**src/rtl/pll_lock_sequencer_pkg.sv**
```systemverilog
// Shared types and constant helpers for the PLL lock sequencer.
// Sizing functions are evaluated at elaboration time only.
package pll_seq_pkg;

  typedef enum logic [2:0] {
    HOLD,
    WAIT_LOCK,
    STABLE,
    RUN,
    FAIL
  } state_e;

  // Bits needed to hold 0..value-1, never less than one.
  function automatic int clog2(input int value);
    int w;
    w = 1;
    while ((1 << w) < value) w++;
    return w;
  endfunction

  function automatic int max3(input int a, input int b, input int c);
    int m;
    m = a;
    if (b > m) m = b;
    if (c > m) m = c;
    return m;
  endfunction

endpackage

```
**src/rtl/pll_lock_sequencer_if.sv**
```systemverilog
// Control/status bundle between the sequencer (master) and the PLL/core side (slave).
interface pll_lock_sequencer_if
  import pll_seq_pkg::*;
#(
  parameter int MAX_RETRIES = 3
);

  localparam int RETRY_W = clog2(MAX_RETRIES + 1);

  logic               pll_lock_i;
  logic               restart_i;
  logic               pll_resetb_o;
  logic               core_reset_o;
  logic               locked_o;
  logic               error_o;
  logic [RETRY_W-1:0] retry_count_o;

  modport master (
    input  pll_lock_i,
    input  restart_i,
    output pll_resetb_o,
    output core_reset_o,
    output locked_o,
    output error_o,
    output retry_count_o
  );

  modport slave (
    output pll_lock_i,
    output restart_i,
    input  pll_resetb_o,
    input  core_reset_o,
    input  locked_o,
    input  error_o,
    input  retry_count_o
  );

endinterface

```
**src/rtl/pll_lock_sequencer_sync_ff.sv**
```systemverilog
// Multi-stage synchroniser for a single asynchronous level, synchronous reset to 0.
module sync_ff #(
  parameter int STAGES = 2
) (
  input  logic clk,
  input  logic reset,
  input  logic d_i,
  output logic q_o
);

  logic [STAGES-1:0] sync_q;

  always_ff @(posedge clk) begin
    if (reset) begin
      sync_q <= '0;
    end else begin
      sync_q[0] <= d_i;
      for (int i = 1; i < STAGES; i++) begin
        sync_q[i] <= sync_q[i-1];
      end
    end
  end

  assign q_o = sync_q[STAGES-1];

endmodule

```
**src/rtl/pll_lock_sequencer.sv**
```systemverilog
// Drives iCE40 PLL RESETB, waits for a stable LOCK with bounded retries,
// then releases the core reset. Runs entirely in the reference-clock domain.
module pll_lock_sequencer
  import pll_seq_pkg::*;
#(
  parameter int PLL_RST_CYCLES = 16,
  parameter int LOCK_TIMEOUT   = 65536,
  parameter int LOCK_STABLE    = 1024,
  parameter int MAX_RETRIES    = 3,
  parameter int SYNC_STAGES    = 2
) (
  input  logic                 clk,
  input  logic                 reset,
  pll_lock_sequencer_if.master ctrl
);

  localparam int CNT_W   = clog2(max3(PLL_RST_CYCLES, LOCK_TIMEOUT, LOCK_STABLE));
  localparam int RETRY_W = clog2(MAX_RETRIES + 1);

  localparam logic [CNT_W-1:0]   RST_LAST     = CNT_W'(PLL_RST_CYCLES - 1);
  localparam logic [CNT_W-1:0]   TIMEOUT_LAST = CNT_W'(LOCK_TIMEOUT - 1);
  localparam logic [CNT_W-1:0]   STABLE_LAST  = CNT_W'(LOCK_STABLE - 1);
  localparam logic [RETRY_W-1:0] RETRY_MAX    = RETRY_W'(MAX_RETRIES);

  state_e             state_q, state_d;
  logic [CNT_W-1:0]   cnt_q, cnt_d;
  logic [RETRY_W-1:0] retry_q, retry_d;
  logic               pllResetb_q, pllResetb_d;
  logic               coreReset_q, coreReset_d;
  logic               locked_q, locked_d;
  logic               error_q, error_d;
  logic               lockS;

  sync_ff #(
    .STAGES(SYNC_STAGES)
  ) u_lockSync (
    .clk   (clk),
    .reset (reset),
    .d_i   (ctrl.pll_lock_i),
    .q_o   (lockS)
  );

  // Next state, counter and retry bookkeeping; restart overrides every state.
  always_comb begin
    state_d = state_q;
    cnt_d   = cnt_q;
    retry_d = retry_q;

    if (ctrl.restart_i) begin
      state_d = HOLD;
      cnt_d   = '0;
      retry_d = '0;
    end else begin
      case (state_q)
        HOLD: begin
          if (cnt_q == RST_LAST) begin
            state_d = WAIT_LOCK;
            cnt_d   = '0;
          end else begin
            cnt_d = cnt_q + 1'b1;
          end
        end
        WAIT_LOCK: begin
          if (lockS) begin
            state_d = STABLE;
            cnt_d   = '0;
          end else if (cnt_q == TIMEOUT_LAST) begin
            if (retry_q < RETRY_MAX) begin
              retry_d = retry_q + 1'b1;
              state_d = HOLD;
              cnt_d   = '0;
            end else begin
              state_d = FAIL;
            end
          end else begin
            cnt_d = cnt_q + 1'b1;
          end
        end
        STABLE: begin
          // A drop restarts the timeout window without consuming a retry.
          if (!lockS) begin
            state_d = WAIT_LOCK;
            cnt_d   = '0;
          end else if (cnt_q == STABLE_LAST) begin
            state_d = RUN;
            retry_d = '0;
          end else begin
            cnt_d = cnt_q + 1'b1;
          end
        end
        RUN: begin
          if (!lockS) begin
            state_d = HOLD;
            cnt_d   = '0;
            retry_d = '0;
          end
        end
        FAIL: begin
          state_d = FAIL;
        end
        default: begin
          state_d = HOLD;
          cnt_d   = '0;
          retry_d = '0;
        end
      endcase
    end

    pllResetb_d = (state_d == WAIT_LOCK) || (state_d == STABLE) || (state_d == RUN);
    coreReset_d = (state_d != RUN);
    locked_d    = (state_d == RUN);
    error_d     = (state_d == FAIL);
  end

  always_ff @(posedge clk) begin
    if (reset) begin
      state_q     <= HOLD;
      cnt_q       <= '0;
      retry_q     <= '0;
      pllResetb_q <= 1'b0;
      coreReset_q <= 1'b1;
      locked_q    <= 1'b0;
      error_q     <= 1'b0;
    end else begin
      state_q     <= state_d;
      cnt_q       <= cnt_d;
      retry_q     <= retry_d;
      pllResetb_q <= pllResetb_d;
      coreReset_q <= coreReset_d;
      locked_q    <= locked_d;
      error_q     <= error_d;
    end
  end

  assign ctrl.pll_resetb_o  = pllResetb_q;
  assign ctrl.core_reset_o  = coreReset_q;
  assign ctrl.locked_o      = locked_q;
  assign ctrl.error_o       = error_q;
  assign ctrl.retry_count_o = retry_q;

endmodule

```
**src/flat_wrapper.sv**
```systemverilog
// flat-port wrapper written by rule: the top's interface ports become plain ports
module pll_lock_sequencer_flat import pll_seq_pkg::*;
#(
  parameter int PLL_RST_CYCLES = 16,
  parameter int LOCK_TIMEOUT   = 65536,
  parameter int LOCK_STABLE    = 1024,
  parameter int MAX_RETRIES    = 3,
  parameter int SYNC_STAGES    = 2
)
  (clk, reset, ctrl_pll_lock_i, ctrl_restart_i, ctrl_pll_resetb_o, ctrl_core_reset_o, ctrl_locked_o, ctrl_error_o, ctrl_retry_count_o);
  pll_lock_sequencer_if #(.MAX_RETRIES(MAX_RETRIES)) ctrl_i ();
  input  logic clk;
  input  logic reset;
  input wire logic [$bits(ctrl_i.pll_lock_i)-1:0] ctrl_pll_lock_i;
  input wire logic [$bits(ctrl_i.restart_i)-1:0] ctrl_restart_i;
  output wire logic [$bits(ctrl_i.pll_resetb_o)-1:0] ctrl_pll_resetb_o;
  output wire logic [$bits(ctrl_i.core_reset_o)-1:0] ctrl_core_reset_o;
  output wire logic [$bits(ctrl_i.locked_o)-1:0] ctrl_locked_o;
  output wire logic [$bits(ctrl_i.error_o)-1:0] ctrl_error_o;
  output wire logic [$bits(ctrl_i.retry_count_o)-1:0] ctrl_retry_count_o;
  assign ctrl_i.pll_lock_i = ctrl_pll_lock_i;
  assign ctrl_i.restart_i = ctrl_restart_i;
  assign ctrl_pll_resetb_o = ctrl_i.pll_resetb_o;
  assign ctrl_core_reset_o = ctrl_i.core_reset_o;
  assign ctrl_locked_o = ctrl_i.locked_o;
  assign ctrl_error_o = ctrl_i.error_o;
  assign ctrl_retry_count_o = ctrl_i.retry_count_o;
  pll_lock_sequencer #(.PLL_RST_CYCLES(PLL_RST_CYCLES), .LOCK_TIMEOUT(LOCK_TIMEOUT), .LOCK_STABLE(LOCK_STABLE), .MAX_RETRIES(MAX_RETRIES), .SYNC_STAGES(SYNC_STAGES)) u_core (.clk(clk), .reset(reset), .ctrl(ctrl_i));
endmodule
```
**config.mk**
```make
export PLATFORM = sky130hd
export DESIGN_NAME = pll_lock_sequencer_flat
export DESIGN_NICKNAME = d
export VERILOG_FILES = /design/src/rtl/pll_lock_sequencer_pkg.sv /design/src/rtl/pll_lock_sequencer_if.sv /design/src/rtl/pll_lock_sequencer_sync_ff.sv /design/src/rtl/pll_lock_sequencer.sv /design/src/flat_wrapper.sv
export SDC_FILE = /design/constraint.sdc
export NUM_CORES = 1
export LEC_CHECK = 0
export CAP_MARGIN = 20
export CELL_PAD_IN_SITES_DETAIL_PLACEMENT = 0
export CELL_PAD_IN_SITES_GLOBAL_PLACEMENT = 2
export CORE_AREA = 2 2 65 67
export CTS_BUF_LIST = sky130_fd_sc_hd__clkbuf_4
export CTS_CLUSTER_DIAMETER = 150
export CTS_CLUSTER_SIZE = 10
export DETAILED_ROUTE_END_ITERATION = 12
export DIE_AREA = 0 0 67 69
export PLACE_DENSITY = 0.81
export SYNTH_ARGS = -nofsm -noshare
export SYNTH_HDL_FRONTEND = slang
export SYNTH_SLANG_ARGS = --single-unit
export TNS_END_PERCENT = 100
```
**constraint.sdc**
```tcl
create_clock -name clk -period 2.66 [get_ports clk]
set_input_delay 0.399 -clock clk [delete_from_list [all_inputs] [get_ports clk]]
set_output_delay 0.399 -clock clk [all_outputs]
set_load 0.01 [all_outputs]
```
==> summary.txt <==
Status
  • Status: complete, no violations

Layout
  • Final Util: 40.5%
  • Layout area overhead: 11.9%
  • ANT cells: 0
  • Share of cells above drive strength 1: between 10 and 15%
  • Commonest non-fill, non-tap cell in the layout: dfxtp_1
  • Finished Cell Area: 1580 sq um
  • Final net count: ~180
  • Commonest cells after routing, fill and taps aside: dfxtp_1 (27), a21oi_1 (18), or4_1 (11), o31ai_1 (11), nand2_1 (10)

Hold path
  • Worst Hold Class: flip-flop to flip-flop
  • Worst hold path cell count: 1

Pwr
  • P_leak: between 0.4 and 0.5 nW
  • Pint: 0.000487 W
  • Sequential Power Share: approximately two thirds
  • Peak supply drop: 307 uV
  • Clock share of power: ~31%
  • Combinational share of power: about 3.4%
  • Sw Share: 21.6%
  • P per Cell Area: roughly 400 nW/um^2
  • Sw Pwr: roughly 0.00013 W

Floorplan
  • DIE WIDTH: about 67 microns
  • Full die area: approximately 4600 sq um
  • Core Region: roughly 3900 sq um
  • Initial Util: 36.2%
  • Die Span Y: between 60 and 70 microns
  • Rows: 23
  • Ports: 10

Worst setup path
  • CP required: around 2900 ps
  • Worst Setup Start Kind: flip-flop
  • R2r worst-path depth: 5
  • CP Capture Type: flip-flop
  • Worst Path Arrival: 2680 ps
  • WS Path Type: flip-flop to flip-flop
  • Critical path peak fanout: 7

Drt
  • Routed WL: around 3200 microns
  • Met1 Wirelength: 1610 microns
  • DR WL met3: about 160 microns
  • # DRC: 0
  • Highest Signal Layer: met4
  • First-pass iteration count of the detailed router: 4
  • Antenna Nets Post-Route: 0
  • Avg WL per Cell: about 14 microns
  • Via density: slightly below 6
  • Metal2 WL: roughly 1400 microns
  • Initial drt markers: 85
  • Total number of vias: 1314

Clock network
  • TritonCTS Buffers: 3
  • CTS tree: yes
  • Post-CTS setup repair buffer count: 0
  • Post-cts resize count: 0
  • CTS HTree Levels: 1
  • Clk buf depth: 2
  • Reg clk slew, reported paths: ~150 ps
  • CTS Root Cell: clkbuf_4
  • Hold Buf Count CTS: 0
  • Clock sinks: 27
  • Clock latency at the later pin of the worst-skew pair: 320 ps

STA
  • Pins over their slew limit: 0
  • Setup TNS: 0 ps
  • Fmax: between 0.4 and 0.5 GHz
  • RSZ-0062 raised after global routing: no
  • Worst clock skew: between 6 and 7 ps
  • Final min period: around 2500 ps
  • Slew margin rel.: about 60%
  • Slew @ Worst Pin: ~600 ps
  • Final period util: between 90% and 100%
  • Final Setup Violations: 0
  • Post-route setup slack: around 180 ps
  • WHS: roughly 460 ps
  • Final Hold Viols: 0

Logic synthesis
  • Simple logic cell fraction of the synthesized area: about a third
  • Post-synthesis xor/xnor area fraction: 0%
  • Cells after Synth: about 160
  • Register area share after synthesis: between 30% and 40%
  • Mapped cell area: between 1000 and 1500 sq um
  • Largest family of logic cells by synthesized area: simple AND/OR/NAND/NOR gates
  • Mapped Avg Cell Area: ~8.6 sq um
  • Synth Warn #: 0
  • Post-Synth Adder-Cell Area: approximately 1.8%
  • Area fraction in compound gates after synthesis: between 20% and 30%
  • Ys async rst share: 0%
  • Netlist cell types: 39
  • Synth Net Count: 170
  • Primary FF master, synth: dfxtp_1
  • Multiplexer share of the synthesized area: 0%
  • Synth Register Bits: 27
  • Post-synth EDFFs: 0

Global route
  • Number of global-route vias before repair: between 1k and 1.5k
  • Global route overflow: 0
  • GRT Util Overall: between 15 and 20%
  • Initial antenna violation count: 0
  • Largest net degree at the start of global routing: 34
  • First-pass GRT wire length: roughly 5700 microns

Placement
  • RD Place Congestion: a little under 0.8
  • HPWL after detailed placement: 2290 microns
  • Pre-CTS setup slack: ~220 ps
  • I/O Buffers: 9
  • Placed inst area: approximately 1600 sq um

Run
  • Max-Cap Viols: 0
-- cell type report --
| class | instances | area, sq um |
|---|---|---|
| fillers | 433 | 2330 |
| well taps | 50 | 62.6 |
| repair buffers | 13 | 120 |
| multi-input cells | 125 | 820 |
| inverters | 3 | 11.3 |
| flip-flops and latches | 27 | 541 |
| clock buffers | 4 | 30.0 |
-- kinds of logic after synthesis --
| family | after synthesis |
|---|---|
| flip-flops | 27 |
| AO/OA/AOI/OAI | 48 |
| buffers and inverters | 12 |
| adder cells (fa/ha/maj) | 2 |
| AND/OR/NAND/NOR | 75 |
-- path summary, 6_finish.rpt --
path,slack [ps],endpoint,startpoint
setup / recovery,180,u_core.ctrl.pll_resetb_o,u_core.cnt_q[10]
hold / removal,460,u_core.u_lockSync.sync_q[1],u_core.u_lockSync.sync_q[0]
setup reg to reg,180,u_core.ctrl.pll_resetb_o,u_core.cnt_q[10]
hold reg to reg,460,u_core.u_lockSync.sync_q[1],u_core.u_lockSync.sync_q[0]
-- worst max-delay path, cell delays in order (launching register included) --
cell and delay, ps:
dfxtp_1 390, or4_4 540, or4_1 610, a211oi_1 280, nor3_1 140, a2111oi_1 410
-- registers in the layout, summed over array words and instances (netlist names) --
name / count
u_core.ctrl.pll_resetb_o: 1
u_core.ctrl.core_reset_o: 1
u_core.ctrl.retry_count_o: 2
u_core.u_lockSync.sync_q: 2
u_core.cnt_q: 16
u_core.ctrl.error_o: 1
u_core.state_q: 3
u_core.ctrl.locked_o: 1
-- metrics by stage --
stage	power, W	cells
global route	0.000654	222
CTS	0.000631	222
floorplan	0.000433	164
detailed placement	0.000441	218
global placement	0.000440	218
finish	0.000621	222
-- synthesized netlist by cell type, drive strengths merged, types with 3 or more instances --
cell type,number,area share [%]
a21oi,19,7.0
and3,3,1.3
and4,4,2.5
buf,3,1.5
clkbuf,6,1.6
dfxtp,27,38
inv,3,0.80
nand2,10,2.7
nand3,8,2.8
nand4,5,2.2
nor2,8,2.1
nor2b,3,1.3
nor3,4,1.8
o21ai,8,2.8
o31ai,12,6.7
or3,6,2.7
or3b,3,1.9
or4,13,7.4
-- power by group through the flow --
stage               clock [W]  sequential (W)  combinational, W
detailed placement          0        0.000419         0.0000219
floorplan                   0        0.000417         0.0000157
global route         0.000218        0.000411         0.0000240
CTS                  0.000199        0.000410         0.0000219
finish               0.000190        0.000410         0.0000214
global placement            0        0.000419         0.0000211
-- metal layers --
metal / global-route usage, % / vias to the layer above
met5: 0 / -
met2: 22.3 / 30
met1: 22.5 / 625
li1: - / 655
met4: 3.63 / 0
met3: 4.89 / 4
Note: power is estimated with default switching activity, not from simulation.
